**config.mk**
```make
export PLATFORM = sky130hd
export DESIGN_NAME = lsu_ctrl
export DESIGN_NICKNAME = d
export VERILOG_FILES = /design/src/rtl/lsu_ctrl.sv
export SDC_FILE = /design/constraint.sdc
export NUM_CORES = 1
export LEC_CHECK = 0
export CAP_MARGIN = 40
export CORE_MARGIN = 2
export CORE_UTILIZATION = 30
export CTS_CLUSTER_SIZE = 28
export DETAILED_ROUTE_END_ITERATION = 8
export GPL_ROUTABILITY_DRIVEN = 0
export PLACE_DENSITY = 0.56
export SLEW_MARGIN = 15
export SYNTH_ARGS = -nofsm -noshare
export SYNTH_HDL_FRONTEND = slang
export SYNTH_SLANG_ARGS = --single-unit
```
**constraint.sdc**
```tcl
create_clock -name clk -period 2.8 [get_ports clk]
set_input_delay 0.56 -clock clk [delete_from_list [all_inputs] [get_ports clk]]
set_output_delay 0.56 -clock clk [all_outputs]
set_load 0.01 [all_outputs]
```
**src/rtl/lsu_ctrl.sv**
```systemverilog
// Load/store controller for a word-wide data memory port.
// Sub-word stores use read-modify-write; loads extend sign or zero.
module lsu_ctrl #(
    parameter int ADDR_W = 32
) (
    input  logic              clk,
    input  logic              rst_n,
    input  logic              req,
    input  logic              req_we,
    input  logic [1:0]        req_size,
    input  logic              req_unsigned,
    input  logic [ADDR_W-1:0] req_addr,
    input  logic [31:0]       req_wdata,
    output logic              busy,
    output logic              done,
    output logic              misalign,
    output logic [31:0]       rdata,
    output logic [ADDR_W-1:0] mem_a,
    output logic              mem_we,
    output logic [31:0]       mem_wd,
    input  logic [31:0]       mem_rd
);

    typedef enum logic [2:0] {
        S_IDLE,
        S_LOAD,
        S_RMW_RD,
        S_STORE,
        S_RESP
    } state_t;

    state_t            r_state;
    logic [1:0]        r_size;
    logic [1:0]        r_lane;
    logic              r_uns;
    logic [15:0]       r_wdata;
    logic              r_busy;
    logic              r_done;
    logic              r_mis;
    logic [31:0]       r_rdata;
    logic [ADDR_W-1:0] r_mem_a;
    logic              r_mem_we;
    logic [31:0]       r_mem_wd;

    logic              w_err;
    logic [7:0]        w_byte;
    logic [15:0]       w_half;
    logic [31:0]       w_ext;
    logic [31:0]       w_merge;

    always_comb begin
        w_err = (req_size == 2'b11)
              | ((req_size == 2'b01) & req_addr[0])
              | ((req_size == 2'b10) & (req_addr[1:0] != 2'b00));
    end

    always_comb begin
        w_byte = mem_rd[7:0];
        case (r_lane)
            2'd1:    w_byte = mem_rd[15:8];
            2'd2:    w_byte = mem_rd[23:16];
            2'd3:    w_byte = mem_rd[31:24];
            default: w_byte = mem_rd[7:0];
        endcase
        w_half = r_lane[1] ? mem_rd[31:16] : mem_rd[15:0];
        w_ext  = mem_rd;
        case (r_size)
            2'b00:   w_ext = {{24{~r_uns & w_byte[7]}}, w_byte};
            2'b01:   w_ext = {{16{~r_uns & w_half[15]}}, w_half};
            default: w_ext = mem_rd;
        endcase
    end

    // Read word with the addressed lane(s) replaced by the store data.
    always_comb begin
        w_merge = mem_rd;
        if (r_size == 2'b00) begin
            w_merge[{r_lane, 3'b000} +: 8] = r_wdata[7:0];
        end else if (r_lane[1]) begin
            w_merge[31:16] = r_wdata;
        end else begin
            w_merge[15:0] = r_wdata;
        end
    end

    always_ff @(posedge clk or negedge rst_n) begin
        if (!rst_n) begin
            r_state  <= S_IDLE;
            r_size   <= 2'b00;
            r_lane   <= 2'b00;
            r_uns    <= 1'b0;
            r_wdata  <= '0;
            r_busy   <= 1'b0;
            r_done   <= 1'b0;
            r_mis    <= 1'b0;
            r_rdata  <= '0;
            r_mem_a  <= '0;
            r_mem_we <= 1'b0;
            r_mem_wd <= '0;
        end else begin
            case (r_state)
                S_IDLE: begin
                    if (req) begin
                        r_size  <= req_size;
                        r_lane  <= req_addr[1:0];
                        r_uns   <= req_unsigned;
                        r_wdata <= req_wdata[15:0];
                        r_busy  <= 1'b1;
                        if (w_err) begin
                            r_done  <= 1'b1;
                            r_mis   <= 1'b1;
                            r_state <= S_RESP;
                        end else begin
                            r_mem_a <= {req_addr[ADDR_W-1:2], 2'b00};
                            if (!req_we) begin
                                r_state <= S_LOAD;
                            end else if (req_size == 2'b10) begin
                                r_mem_we <= 1'b1;
                                r_mem_wd <= req_wdata;
                                r_state  <= S_STORE;
                            end else begin
                                r_state <= S_RMW_RD;
                            end
                        end
                    end
                end
                S_LOAD: begin
                    r_rdata <= w_ext;
                    r_mem_a <= '0;
                    r_done  <= 1'b1;
                    r_state <= S_RESP;
                end
                S_RMW_RD: begin
                    r_mem_wd <= w_merge;
                    r_mem_we <= 1'b1;
                    r_state  <= S_STORE;
                end
                S_STORE: begin
                    r_mem_a  <= '0;
                    r_mem_we <= 1'b0;
                    r_mem_wd <= '0;
                    r_done   <= 1'b1;
                    r_state  <= S_RESP;
                end
                S_RESP: begin
                    r_done  <= 1'b0;
                    r_mis   <= 1'b0;
                    r_busy  <= 1'b0;
                    r_state <= S_IDLE;
                end
                default: r_state <= S_IDLE;
            endcase
        end
    end

    assign busy     = r_busy;
    assign done     = r_done;
    assign misalign = r_mis;
    assign rdata    = r_rdata;
    assign mem_a    = r_mem_a;
    assign mem_we   = r_mem_we;
    assign mem_wd   = r_mem_wd;

endmodule

```
==> impl_metrics.json <==
{
  "timing.fmax_mhz": 398,
  "clk_pin_slew_ns": 0.06,
  "rsz0062_at_grt": "false",
  "async_flop_share": 1.00,
  "crit_chain": "buf_4, ha_1, nor4bb_1, buf_2, a221o_1, a22o_1, mux2_2",
  "rrSetupSlack_ns": 0.29,
  "die_y_um": 153,
  "ant_nets": 0,
  "drt_iter0_drc": 336,
  "critPathMaxFanout": 24,
  "grtUsageTotal": 0.194,
  "synth_area_sq_mm": 0.00668,
  "timing.hold.ws_ns": 0.196,
  "max_slew.worst_pin.slew_ns": 0.846,
  "min_period_ns": 2.51,
  "status": "finished clean",
  "cp.arrival_ns": 2.87,
  "pre_cts_slack_ns": 0.194,
  "cts_resized": 0,
  "crit_family": "simple AND/OR/NAND/NOR gates",
  "ys_seq_elements": 122,
  "drive_gt1_frac": 0.137,
  "r2r_cells": 7,
  "clkSinkCount": 122,
  "reg2reg_to": "mem_wd[29]$_DFFE_PN0P_",
  "grt_pass1_wl_um": 35400,
  "tritoncts": "yes",
  "maxCapViolations": 0,
  "synth_cells": 631,
  "die_w_um": 153,
  "ctsLongestPathBuffers": 2,
  "postCtsSetupBuffers": 0,
  "wirelength_um": 22700,
  "clock_latency_ns": 0.42,
  "slew_headroom": 0.428,
  "synthDistinctLibCells": 55,
  "num-nets-final": 920,
  "slew_viol_final": 0,
  "dp.final_hpwl_um": 16400,
  "num_vias": 5889,
  "grt_max_degree": 59,
  "endpoint_kind": "flip-flop",
  "hp-class": "input port to asynchronous set/reset pin",
  "num_rows": 54,
  "cts_buffers": 17,
  "port-buffer-count": 200,
  "hold_buffers": 0,
  "reg2reg_from": "r_lane[1]$_DFFE_PN0P_",
  "synthFlopType": "dfrtp_1",
  "finalCritPeriodShare": 0.898,
  "grt_overflow": 0,
  "syn2layout_area_growth_pct": 43.0,
  "grt_pass1_vias": 5977,
  "path_class": "flip-flop to flip-flop",
  "initial_core_util": 0.306,
  "clock_skew_ns": 0.00641,
  "final-setup-viol-count": 0,
  "fin_tns_setup_ns": 0,
  "coreArea_sq_mm": 0.0218,
  "drc": 0,
  "cp-start-kind": "flip-flop",
  "syn_area_per_cell_sq_um": 10.6,
  "finalPower_mw": 11.6,
  "drt_first_pass_iters": 5,
  "crit_required_ns": 3.15,
  "dieArea_sq_mm": 0.0235,
  "finalHoldViolCount": 0,
  "setup_ws_ns": 0.286,
  "cellLeakagePower_nw": 3.88,
  "routed_via_density": 5.34,
  "htreeDepth": 4,
  "power_density_mw_per_mm2": 1210,
  "slowest_delay_ns": 0.63,
  "yosysSeqAreaShare": 0.457,
  "antenna_found_initial": 1,
  "synth-edff-count": 0,
  "cts_root_buffer": "clkbuf_16",
  "post_drt_wl_per_cell_um": 20.6,
  "utilization": 0.438,
  "critical-path-slowest-cell": "nor4bb_1",
  "ios": 203,
  "yosys_warnings": 0,
  "cp_num_buf_inv": 2,
  "ir_drop_mv": 0.518,
  "antenna_cells": 0
}
## cells by family (layout without fill, tap and decap cells)
group / Yosys count / after routing / synth area share
compound gates: 251 / 251 / 0.276
flops: 122 / 122 / 0.457
simple gates: 103 / 103 / 0.0755
mux: 75 / 75 / 0.124
buf+inv: 74 / 264 / 0.0569
fa+ha+maj: 5 / 5 / 0.00937
other cells: 1 / 2 / 0.000561
## power by group
part	leakage, nW	switching [mW]	internal, mW	total [mW]
Sequential	1.48	0.738	2.65	3.38
Combinational	2.12	2.88	3.17	6.04
Clock	0.276	0.780	1.38	2.16
## synthesized netlist by cell type, types with 11 or more instances
cell type | n | share of area
clkbuf_1 | 28 | 0.016
mux2_2 | 47 | 0.079
o21ai_0 | 18 | 0.013
inv_1 | 11 | 0.0062
a21oi_1 | 79 | 0.059
mux2i_1 | 24 | 0.036
a221o_1 | 22 | 0.033
a22o_1 | 61 | 0.080
a221oi_1 | 16 | 0.021
dfrtp_1 | 122 | 0.46
nand2_1 | 31 | 0.017
nor2_1 | 34 | 0.019
buf_2 | 18 | 0.013
## cell type report
class,count,area (sq um)
fill,2118,12300
multi-input combinational,436,3270
sequential,122,3050
timing repair buffer,223,2250
clock buffer,22,484
tap,280,350
clock inverter,7,92.6
inverter,12,45.0
## worst max path at each step
stage,startpoint,endpoint,slack [ns],depth (start not counted)
after global placement,r_lane[1]$_DFFE_PN0P_,mem_wd[31]$_DFFE_PN0P_,0.05,6
after CTS,r_lane[1]$_DFFE_PN0P_,mem_wd[29]$_DFFE_PN0P_,0.32,7
after detailed placement,req_size[0],mem_wd[18]$_DFFE_PN0P_,0.19,6
after floorplan,r_lane[1]$_DFFE_PN0P_,mem_wd[5]$_DFFE_PN0P_,0.25,8
final,r_lane[1]$_DFFE_PN0P_,mem_wd[29]$_DFFE_PN0P_,0.29,7
after global routing,r_lane[1]$_DFFE_PN0P_,mem_wd[31]$_DFFE_PN0P_,0.14,7
## layout by cell type, fill, tap and decap left out, types with 3 or more instances in the layout
cell type and n:
clkdlybuf4s50_1 199, dfrtp_1 121, a21oi_1 79, a22o_1 61, mux2_2 47, nor2_1 34, nand2_1 31, mux2i_1 24
a221o_1 22, o21ai_0 18, clkbuf_16 17, buf_4 17, a221oi_1 16, inv_1 11, nand2b_1 10, a211oi_1 9
o31ai_1 8, o21a_1 8, o21bai_1 7, and2_1 6, nor2b_1 6, a222oi_1 5, ha_1 5, buf_12 5
mux2_4 4, clkbuf_8 4, a22oi_1 3, clkinvlp_4 3
## flip-flops by register name, summed over array words and instances (netlist names)
| name | cells |
|---|---|
| r_wdata | 16 |
| r_size | 2 |
| r_lane | 2 |
| done | 1 |
| r_state | 3 |
| rdata | 32 |
| busy | 1 |
| mem_wd | 32 |
| r_uns | 1 |
| mem_a | 30 |
| misalign | 1 |
| mem_we | 1 |
## metrics by stage
step                      cells  instance area (sq um)
after floorplan             632                   6680
after global placement     1071                   8930
after detailed placement   1073                   8970
after CTS                  1102                   9550
final                      1102                   9550
after global routing       1102                   9550
## layer usage
layer  track usage  routed length, um  up-vias  share of wire
met4        0.0758                600        2          0.026
li1              -                  -     2749              -
met2         0.302              10400      239           0.46
met3        0.0544               1730       35          0.076
met5             0                 11        -        0.00048
met1         0.255               9950     2864           0.44
(Power assumes the default switching activity.)
==> variant 1, RTL diff (config.mk and constraints unchanged) <==
Set the parameter `ADDR_W` to 28 (it was 32).
--- a/src/rtl/lsu_ctrl.sv
+++ b/src/rtl/lsu_ctrl.sv
@@ -1,7 +1,7 @@
 // Load/store controller for a word-wide data memory port.
 // Sub-word stores use read-modify-write; loads extend sign or zero.
 module lsu_ctrl #(
-    parameter int ADDR_W = 32
+    parameter int ADDR_W = 28
 ) (
     input  logic              clk,
     input  logic              rst_n,
Ports: changed (resized mem_a and req_addr); port bits go from 203 to 195. The function was not compared with the original's and may differ.
==> variant 1 against the original RTL <==
- wire length down 0.14%
- worst setup slack better by 0.077 ns
- via count down 0.95%
- non-clock buffer count down 8
- fmax up 3.2%
- sequential cell count down 4
- final area down 2.0%
- critical path type unchanged
- area after synthesis down 1.8%
- total power down 0.78%
==> variant 1: results (changes against the original RTL) <==
[global_route]
use_met3_pct=7.017  ; +1.6 points
grt_pass1_vias=5972  ; -0.084%
grtUsageMet2_pct=30.59  ; +0.42 points
grt_max_degree=119  ; +100%
met1_usage_pct=24.02  ; -1.5 points

[cells_and_area]
drive_gt1_share_pct=14.46  ; +0.72 points
multi_input_gates=432  ; -0.92%
nets=900  ; -2.2%
n_all_buffers=215  ; -3.6%
nClkBuffers=24  ; +9.1%
clock_area_share_pct=6.445  ; +0.40 points
flops_and_latches=118  ; -3.3%
seq_share_pct=31.57  ; -0.42 points
fin_util_pct=43.28  ; -0.47 points
buffer_area_share_pct=22.97  ; -0.62 points
multi_input_area_share_pct=34.76  ; +0.52 points

[pwr]
comb-power_mw=6.00  ; -0.7%
power.internal_mw=7.115  ; -1.1%
pwr-share-clk_pct=19.5  ; +0.8 points

[drt]
wirelength_um=22700  ; -0.14%
drt_iter0_drc=453  ; +35%
dr_total_vias=5833  ; -0.95%
drtPass1Iterations=6  ; +1
drt-met1-wl_um=9492  ; -4.6%

[place]
place_ws_ns=0.2356  ; +0.04165 ns
dp_hpwl_um=16260  ; -0.57%
placed_area_um2=8752  ; -2.4%
placed_cells=1057  ; -1.5%
io_buffers=192  ; -4.0%

[run_status]
status=finished clean

[synth]
ys_types=54  ; -1.8%
synthTopCellsByArea=dfrtp_1 (45%), mux2_2 (8.1%), a22o_1 (7.6%), a21oi_1 (6.0%), mux2i_1 (3.7%)
ys_top_cells_by_count=dfrtp_1 (118), a21oi_1 (79), a22o_1 (57), mux2_2 (47), nor2_1 (34)
yosysSeqAreaShare_pct=45.02  ; -0.69 points
synth_cells=622  ; -1.4%
synth_mux_area_share_pct=12.65  ; +0.23 points
synth_adder_area_share_pct=0.9538  ; +0.017 points

[worst_setup_path]
crit_path_max_incr_delay_ns=0.82  ; +0.19 ns

[timing]
worst_pin_slew_ns=0.8833  ; +0.03737 ns

-- variant 1: cell types whose count changed in the layout (fill, tap and decap cells not counted), moves of 2 or more --
cell             change
clkbuf_1             +3
a22o_1               -4
buf_12               -2
clkdlybuf4s50_1      -8
buf_4                +3
clkinvlp_4           -2
dfrtp_1              -4
-- variant 1: final timing paths --
kind | start | to | slack, ns | cells past startpoint
max | r_lane[0]$_DFFE_PN0P_ | mem_wd[19]$_DFFE_PN0P_ | 0.36 | 6
min | rst_n | rdata[12]$_DFFE_PN0N_ | 0.16 | 2
max reg2reg | r_lane[0]$_DFFE_PN0P_ | mem_wd[19]$_DFFE_PN0P_ | 0.36 | 6
min reg2reg | rdata[2]$_DFFE_PN0N_ | rdata[2]$_DFFE_PN0N_ | 0.49 | 2
max in group asynchronous | rst_n | mem_a[11]$_DFFE_PN0P_ | 2.01 | 2
min in group clk | rdata[2]$_DFFE_PN0N_ | rdata[2]$_DFFE_PN0N_ | 0.49 | 2
==> variant 2, RTL diff (same flow settings) <==
Without the edit above. Register the input `req_wdata` before use, cleared by the reset. The logic sees it one clock later. The other inputs are not delayed to match.
--- a/src/rtl/lsu_ctrl.sv
+++ b/src/rtl/lsu_ctrl.sv
@@ -28,6 +28,16 @@
         S_STORE,
         S_RESP
     } state_t;
+
+    logic [31:0] req_wdata_q;
+
+    always_ff @(posedge clk or negedge rst_n) begin
+        if (!rst_n) begin
+            req_wdata_q <= '0;
+        end else begin
+            req_wdata_q <= req_wdata;
+        end
+    end
 
     state_t            r_state;
     logic [1:0]        r_size;
@@ -104,7 +114,7 @@
                         r_size  <= req_size;
                         r_lane  <= req_addr[1:0];
                         r_uns   <= req_unsigned;
-                        r_wdata <= req_wdata[15:0];
+                        r_wdata <= req_wdata_q[15:0];
                         r_busy  <= 1'b1;
                         if (w_err) begin
                             r_done  <= 1'b1;
@@ -116,7 +126,7 @@
                                 r_state <= S_LOAD;
                             end else if (req_size == 2'b10) begin
                                 r_mem_we <= 1'b1;
-                                r_mem_wd <= req_wdata;
+                                r_mem_wd <= req_wdata_q;
                                 r_state  <= S_STORE;
                             end else begin
                                 r_state <= S_RMW_RD;
Check against the original RTL: not equivalent (Yosys sat finds a counterexample within 4 cycles, from zero or initial values and one cycle with rst_n low).
==> variant 2 against the original RTL <==
- final area increased by 10%
- sequential cell count rose by 32
- count of clock-buffer cells in the layout decreased by 4
- wire length increased by 7.8%
- non-clock buffer count grew 8
- total power increased by 7.2%
- area after synthesis increased by 13%
- worst hold slack worse by 0.13 ns
- highest routed layer is now met4
- worst setup slack got worse by 0.055 ns
==> variant 2: results (changes against the original RTL) <==
[pwr]
vdd_drop_max_uv=522.5  ; +0.83%
p_leak_nw=4.335  ; +12%

[global_route]
antenna_found_initial=0  ; -1
grt_pass1_wl_um=37990  ; +7.5%
grt_pass1_vias=6395  ; +7.0%
grt_use_total_pct=18.74  ; -0.62 points
grt_max_degree=55  ; -6.8%

[clock_network]
clk_pin_slew_ns=0.07
htree_num_levels=4  ; unchanged
numCtsBuffers=17  ; unchanged
clk_latency_ns=0.43
clk_path_buf_depth=2  ; unchanged
post-cts-setup-buffers=0  ; unchanged
cts.repair.resized=0  ; unchanged
root_buffer=clkbuf_16

[drt]
drt_iter0_drc=639  ; +90%
wire_per_inst_um=20.49  ; -0.68%
dr_total_vias=6242  ; +6.0%
drtPass1Iterations=7  ; +2

[worst_setup_path]
worstPathArrival_ns=2.93  ; +0.06 ns
crit_path_start=r_lane[0]$_DFFE_PN0P_
path_max_fanout=11  ; -54%
rr_startpoint=r_lane[0]$_DFFE_PN0P_

[synth]
ys_types=55  ; unchanged
ys.flop_type=dfrtp_1
ys_async_sr_fraction_pct=100.0  ; unchanged
yosysSeqAreaShare_pct=51.04  ; +5.3 points
synthTopCellsByArea=dfrtp_1 (51%), a22o_1 (7.1%), a21oi_1 (5.2%), mux2_4 (4.4%), mux2_2 (3.7%)
ys_top_cells_by_count=dfrtp_1 (154), a21oi_1 (79), a22o_1 (61), nor2_1 (34), clkbuf_1 (32)
yosys_warnings=0  ; unchanged

[place]
io_buffers=200  ; unchanged
place_ws_ns=0.2262  ; +0.03220 ns
dp_hpwl_um=17500  ; +7.0%

[cells_and_area]
antenna_cells=0  ; unchanged
nets=961  ; +4.5%
nFillCells=2445  ; +15%
drive_gt1_share_pct=13.97  ; +0.23 points

[timing]
relSlewSlack_pct=51.82  ; +9.0 points
skew_ns=0.01221  ; +0.005799 ns

[worst_hold_path]
hold_class=in2async

[run_status]
status=finished clean

variant 2: cell count changes in the layout (fill, tap and decap cells not counted), moves of 2 or more:
cell,unedited run,this run
mux2_2,47,25
clkbuf_8,4,0
mux2_4,4,22
mux2_1,0,4
dfrtp_1,121,153
inv_8,0,2
buf_12,5,3
inv_6,0,3
buf_4,17,27
clkinv_4,0,3
variant 2: final timing paths:
kind	end	slack (ns)	cells past startpoint
min in group clk	rdata[3]$_DFFE_PN0N_	0.49	2
max	mem_wd[19]$_DFFE_PN0P_	0.23	6
min reg2reg	rdata[3]$_DFFE_PN0N_	0.49	2
max in group asynchronous	mem_a[7]$_DFFE_PN0P_	1.96	2
min	mem_a[12]$_DFFE_PN0P_	0.07	1
max reg2reg	mem_wd[19]$_DFFE_PN0P_	0.23	6
variant 2: critical path, cell delays in order (launching register included):
cell and delay, ns:
dfrtp_1 0.47, inv_1 0.19, ha_1 0.46, inv_1 0.30
o311ai_0 0.71, a22o_1 0.24, mux2_1 0.12
variant 2: report_power, final:
group	switching (mW)	total (mW)	leakage [nW]	internal, mW
combinational	2.99	6.29	2.21	3.30
sequential	0.755	3.89	1.85	3.13
clock	1.01	2.26	0.271	1.24
total	4.76	12.4	4.33	7.67
variant 2: layout make-up:
cell class	instances	area (um^2)	area share, %
clock buffer	18	429.2	4.086
clock inverter	14	137.6	1.310
inverter	12	45.04	0.4289
multi-input combinational	437	3329	31.70
sequential	154	3855	36.70
tap	330	412.9	3.931
timing repair buffer	231	2293	21.84
variant 2: stage by stage:
stage                     instances  area, um^2  power [mW]
after detailed placement       1164        9936       10.21
after global routing           1196       10500       13.23
after floorplan                 665        7553       7.532
after global placement         1162        9901       10.11
final                          1196       10500       12.43
after CTS                      1196       10500       12.52
variant 2: cell families (layout without fill, tap and decap cells):
group                    count (synthesis)  count (layout)  share of synthesized area (%)
AND/OR/NAND/NOR                        104             104                          6.679
multiplexers                            75              75                          11.88
other                                    1               2                        0.04967
flip-flops                             154             154                          51.04
adder cells (fa/ha/maj)                  5               5                         0.8286
AO/OA/AOI/OAI                          251             251                          24.46
buffers and inverters                   74             275                          5.055
variant 2: per-layer routing:
metal  vias up  part of all wire [%]  global-route usage [%]
met2       281                    45                   29.11
met1      3067                    45                   25.99
met4         0                   1.1                   3.540
met3        22                   8.9                   5.831
li1       2872                     -                       -
met5         -                     0                       0
